$ cat src/rtl/frq_pkg.sv
// Shared definitions for the frequency meter: FSM states, code width and
// default code-window geometry matched to the loadable divider settings.
package frq_pkg;

    typedef enum logic {
        S_IDLE = 1'b0,
        S_MEAS = 1'b1
    } state_t;

    localparam int unsigned CODE_W    = 3;
    localparam int unsigned CODE_MAX  = (1 << CODE_W) - 1;

    localparam int unsigned PMIN_DEF  = 8;
    localparam int unsigned PSTEP_DEF = 4;
    localparam int unsigned TOL_DEF   = 1;

endpackage

$ cat src/rtl/frq_meter_edge_sync.sv
// Two-flop synchronizer for an asynchronous pulse train, followed by a third
// flop used to produce a one-cycle rising-edge strobe.
module edge_sync (
    input  logic clk,
    input  logic rst,
    input  logic d,
    output logic e
);

    logic s1;
    logic s2;
    logic s3;

    // Synchronizer chain plus the delay flop for edge detection
    always_ff @(posedge clk) begin
        if (rst) begin
            s1 <= 1'b0;
            s2 <= 1'b0;
            s3 <= 1'b0;
        end else begin
            s1 <= d;
            s2 <= s1;
            s3 <= s2;
        end
    end

    assign e = s2 & ~s3;

endmodule

$ cat src/rtl/frq_meter.sv
// Period meter for divided pulse trains: counts clk cycles between rising
// edges of sig_in, decodes the period back to a 3-bit divider code and flags
// lock when two consecutive measurements agree.
module frq_meter
    import frq_pkg::*;
#(
    parameter int unsigned CW         = 10,
    parameter int unsigned MAX_PERIOD = 1023,
    parameter int unsigned PMIN       = PMIN_DEF,
    parameter int unsigned PSTEP      = PSTEP_DEF,
    parameter int unsigned TOL        = TOL_DEF
) (
    input  logic              clk,
    input  logic              rst,
    input  logic              init,
    input  logic              sig_in,
    output logic [CW-1:0]     period,
    output logic              meas_valid,
    output logic [CODE_W-1:0] code,
    output logic              code_ok,
    output logic              locked,
    output logic [CODE_W-1:0] lock_code,
    output logic              timeout
);

    localparam logic [CW:0] PMIN_X     = (CW+1)'(PMIN);
    localparam logic [CW:0] PSTEP_X    = (CW+1)'(PSTEP);
    localparam logic [CW:0] TOL_X      = (CW+1)'(TOL);
    localparam logic [CW:0] CODE_MAX_X = (CW+1)'(CODE_MAX);
    localparam logic [CW-1:0] MAX_CNT  = CW'(MAX_PERIOD);

    logic clr;
    logic e;

    state_t      state;
    state_t      state_n;
    logic [CW-1:0] cnt;
    logic [CW-1:0] cnt_n;
    logic        meas_n;
    logic        tmo_n;

    logic [CW:0]         cnt_x;
    logic [CW:0]         dec_k;
    logic [CW:0]         dec_nom;
    logic                dec_ok;
    logic [CODE_W-1:0]   dec_code;

    logic                hist_ok;
    logic [CODE_W-1:0]   hist_code;

    // init clears everything that rst clears in this block
    assign clr = rst | init;

    edge_sync u_edge_sync (
        .clk (clk),
        .rst (rst),
        .d   (sig_in),
        .e   (e)
    );

    // FSM state and period counter registers
    always_ff @(posedge clk) begin
        if (clr) begin
            state <= S_IDLE;
            cnt   <= '0;
        end else begin
            state <= state_n;
            cnt   <= cnt_n;
        end
    end

    // Next-state logic: start on first edge, measure on later edges, time out
    // when the counter reaches MAX_PERIOD without an edge (edge takes priority)
    always_comb begin
        state_n = state;
        cnt_n   = cnt;
        meas_n  = 1'b0;
        tmo_n   = 1'b0;
        case (state)
            S_IDLE: begin
                cnt_n = '0;
                if (e) begin
                    state_n = S_MEAS;
                    cnt_n   = CW'(1);
                end
            end
            S_MEAS: begin
                if (e) begin
                    meas_n = 1'b1;
                    cnt_n  = CW'(1);
                end else if (cnt == MAX_CNT) begin
                    tmo_n   = 1'b1;
                    state_n = S_IDLE;
                    cnt_n   = '0;
                end else begin
                    cnt_n = cnt + CW'(1);
                end
            end
            default: begin
                state_n = S_IDLE;
                cnt_n   = '0;
            end
        endcase
    end

    // Decode of the running count; the TOL offset rounds a period into the
    // window of the nearest code, then the window bound is checked explicitly
    always_comb begin
        cnt_x    = {1'b0, cnt};
        dec_k    = (cnt_x + TOL_X - PMIN_X) / PSTEP_X;
        dec_nom  = PMIN_X + dec_k * PSTEP_X;
        dec_ok   = (cnt_x >= PMIN_X - TOL_X) &&
                   (dec_k <= CODE_MAX_X) &&
                   (cnt_x <= dec_nom + TOL_X);
        dec_code = dec_k[CODE_W-1:0];
    end

    // Measurement results, strobes and lock tracking
    always_ff @(posedge clk) begin
        if (clr) begin
            period     <= '0;
            meas_valid <= 1'b0;
            code       <= '0;
            code_ok    <= 1'b0;
            locked     <= 1'b0;
            lock_code  <= '0;
            timeout    <= 1'b0;
            hist_ok    <= 1'b0;
            hist_code  <= '0;
        end else begin
            meas_valid <= meas_n;
            timeout    <= tmo_n;
            if (meas_n) begin
                period  <= cnt;
                code_ok <= dec_ok;
                if (dec_ok) begin
                    code <= dec_code;
                end
                if (dec_ok && hist_ok && (dec_code == hist_code)) begin
                    locked    <= 1'b1;
                    lock_code <= dec_code;
                end else begin
                    locked <= 1'b0;
                end
                hist_ok   <= dec_ok;
                hist_code <= dec_code;
            end else if (tmo_n) begin
                locked    <= 1'b0;
                hist_ok   <= 1'b0;
                hist_code <= '0;
            end
        end
    end

endmodule

$ cat config.mk
export PLATFORM = sky130hd
export DESIGN_NAME = frq_meter
export DESIGN_NICKNAME = d
export VERILOG_FILES = /design/src/rtl/frq_pkg.sv /design/src/rtl/frq_meter_edge_sync.sv /design/src/rtl/frq_meter.sv
export SDC_FILE = /design/constraint.sdc
export NUM_CORES = 1
export LEC_CHECK = 0
export CAP_MARGIN = 0
export CORE_MARGIN = 2
export CORE_UTILIZATION = 47
export CTS_CLUSTER_SIZE = 20
export DETAILED_ROUTE_END_ITERATION = 7
export PLACE_DENSITY = 0.79
export SYNTH_ARGS = -nofsm -noshare
export SYNTH_HDL_FRONTEND = slang
export SYNTH_SLANG_ARGS = --single-unit
$ cat constraint.sdc
create_clock -name clk -period 10 [get_ports clk]
set_clock_uncertainty 0.1 [all_clocks]
set_input_delay 2 -clock clk [delete_from_list [all_inputs] [get_ports clk]]
set_output_delay 2 -clock clk [all_outputs]
set_load 0.05 [all_outputs]
==> impl_metrics.tcl <==
set metrics [dict create \
    gr-total-overflow 0 \
    setup_viol 0 \
    finalCriticalPeriod_ns 4.46 \
    tns_ns 0 \
    ys.flop_type "dfxtp_1" \
    worst_pin_slew_ns 0.975 \
    timing.hold.ws_ns 0.350 \
    insertion_delay_ns 0.29 \
    peakVddDrop_uv 110 \
    vias 1474 \
    synth_area_leaders "dfxtp_1 39%, xor2_1 6.8%, ha_1 6.5%, nor2_1 5.6%, mux2i_1 4.7%" \
    drt_iter0_drc 24 \
    antenna_left 0 \
    start_kind "register" \
    fmax_mhz 224 \
    ys.warnings.count 0 \
    relSlewSlack_pct 35.0 \
    hp-class "reg2reg" \
    p_sw_uw 56.8 \
    internal_power_uw 210 \
    p_comb_share_pct 2.0 \
    cp.required_ns 10.07 \
    initial_utilization_pct 48.7 \
    seq_power_share_pct 57.2 \
    syn_avg_cell_area_sq_um 9.34 \
    antenna_found_initial 0 \
    cts.repair.resized 0 \
    setup_ws_ns 5.54 \
    numCtsBuffers 5 \
    routedWlPerCell_um 13.8 \
    drive_above_1_share_pct 12.4 \
    clkSlewWorstSetupHoldPaths_ns 0.07 \
    synth_edf_count 0 \
    synthDistinctLibCells 49 \
    grt_pass1_vias 1345 \
    syn-num-nets 221 \
    syn_area_sq_mm 0.00193 \
    core_region_area_sq_mm 0.00397 \
    post_cts_buffers 0 \
    place_congestion 0.916 \
    yosysTopAreaCell "dfxtp_1" \
    cts_max_path_buffers 2 \
    fp.dieH_um 68.1 \
    syn2layout_area_growth_pct 16.4 \
    ys_top_cells_by_count "38 x dfxtp_1, 29 x nor2_1, 15 x xor2_1" \
    die_w_um 68.1 \
    slew_violations 0 \
    fin_crit_sh_pct 44.6 \
    synth_seq_cells 38 \
    cp_max_fo 15 \
    worst_setup_path_end_kind "register" \
    grt_first_pass_wirelength_um 6310 \
    wl_um 3790 \
    viasPerCell 5.36 \
    yosysMostFrequentCell "dfxtp_1" \
    status "completed" \
    power.density_mw_per_mm2 118 \
    row_count 23 \
    cts_tree "done" \
    dr.pass1.iters 4 \
    dpl-instance-area_sq_mm 0.00215 \
    yosys.area.top_type_share_pct 39.4 \
    power.leakage_nw 0.890 \
    postSynth.asyncResetShare_pct 0 \
    finalInstanceArea_sq_mm 0.00225 \
    syn_inst 207 \
    seq_area_frac_synth_pct 39.4 \
    grt_max_degree 21 \
    place_ws_ns 5.55 \
    drc_errors 0 \
    crit_type "reg2reg" \
    numPortBuffers 23 \
    max-cap-violations 0 \
    rsz0062_at_grt "false" \
    htreeDepth 2 \
    final_nets 238 \
    filler_cell_count 364 \
    power_frac_clock_pct 40.8 \
    place_hpwl_um 2760 \
    num_io_pins 24 \
    switching_share_pct 21.3 \
    ctsHoldBuffers 0 \
    track_usage_pct 18.2 \
    hold_viol_final 0 \
    clockRootBuffer "clkbuf_8" \
    diodes 0 \
    cp.arrival_ns 4.53 \
    dieArea_sq_mm 0.00464 \
    cts.sinks 38 \
]
==> worst max-delay path, cell delays in order (launching register included) <==
cell and delay [ns]:
dfxtp_1 0.44, or4_4 0.62, or3_2 0.46, nand2_1 0.12, nand2_1 0.08, nor3b_1 0.23
xnor2_1 0.11, ha_1 0.32, nand3_1 0.11, nor4b_1 0.35, o211ai_2 0.13, a2111oi_4 0.89
and3_2 0.34, nor3_2 0.04
==> power groups by stage <==
stage	Clock [mW]	Combinational, mW	Sequential [mW]
final	0.109	0.00537	0.152
after floorplan	0	0.00340	0.156
after detailed placement	0	0.00539	0.156
after CTS	0.112	0.00540	0.152
after global routing	0.118	0.00588	0.153
after global placement	0	0.00537	0.156
==> cell usage in the layout (no fill, tap or decap), types with 2 or more instances in the layout <==
| cell type | n |
|---|---|
| a22o_1 | 3 |
| nand4_1 | 2 |
| nor3_1 | 6 |
| dfxtp_1 | 38 |
| a211oi_2 | 3 |
| nor3b_1 | 2 |
| and3_2 | 3 |
| and3_1 | 2 |
| nand2b_1 | 2 |
| nand4b_1 | 2 |
| nand2_1 | 8 |
| inv_1 | 5 |
| nor2b_1 | 4 |
| and2_1 | 2 |
| nand3_1 | 6 |
| xor2_1 | 15 |
| nor2_1 | 29 |
| a21oi_1 | 10 |
| nor2_2 | 3 |
| clkdlybuf4s50_1 | 23 |
| ha_1 | 10 |
| xnor2_1 | 8 |
| clkbuf_8 | 6 |
| mux2i_1 | 9 |
==> final timing paths <==
check,from,to,slack [ns],depth (start not counted)
worst max-delay path,cnt[3]$_SDFF_PP0_,lock_code[2]$_SDFFE_PP0P_,5.54,13
worst min-delay path,u_edge_sync.s1$_SDFF_PP0_,u_edge_sync.s2$_SDFF_PP0_,0.35,1
worst max register to register,cnt[3]$_SDFF_PP0_,lock_code[2]$_SDFFE_PP0P_,5.54,13
worst min register to register,u_edge_sync.s1$_SDFF_PP0_,u_edge_sync.s2$_SDFF_PP0_,0.35,1
==> cell type report <==
type	count	area [sq um]	area share, %
Clock inverter	2	12.5	0.556
Timing Repair Buffer	23	230	10.2
Inverter	5	18.8	0.834
Tap cell	50	62.6	2.78
Clock buffer	6	82.6	3.67
Multi-Input combinational cell	151	1080	48.1
Sequential cell	38	761	33.8
==> kinds of logic (layout without fill, tap and decap cells) <==
group / after synthesis / in the layout / share of synthesized area [%]
flops: 38 / 38 / 39.4
mux: 9 / 9 / 4.66
buf+inv: 18 / 36 / 4.66
simple gates: 81 / 81 / 22.3
fa+ha+maj: 10 / 10 / 6.47
xor+xnor: 23 / 23 / 10.4
compound gates: 28 / 28 / 12.2
==> flip-flops by register name (all words and copies together) (netlist names) <==
name and count:
code_ok 1, u_edge_sync.s1 1, timeout 1, code 3
u_edge_sync.s2 1, hist_code 3, cnt 10, state 1
meas_valid 1, locked 1, hist_ok 1, u_edge_sync.s3 1
lock_code 3, period 10
==> routing by layer <==
layer | part of all wire [%] | vias up | wire length [um] | track usage [%]
met5 | 0 | - | 0 | 0
met4 | 1.6 | 0 | 62 | 7.50
met3 | 3.7 | 6 | 142 | 3.78
met2 | 48 | 27 | 1810 | 28.4
met1 | 47 | 701 | 1780 | 24.4
li1 | - | 740 | - | -
==> stage by stage <==
step	cells	power, mW	util [%]
floorplan	207	0.159	-
global placement	267	0.161	54.3
detailed placement	267	0.161	54.3
CTS	275	0.270	56.6
global route	275	0.277	56.6
finish	275	0.266	56.6
Note: power is estimated with default switching activity, not from simulation.
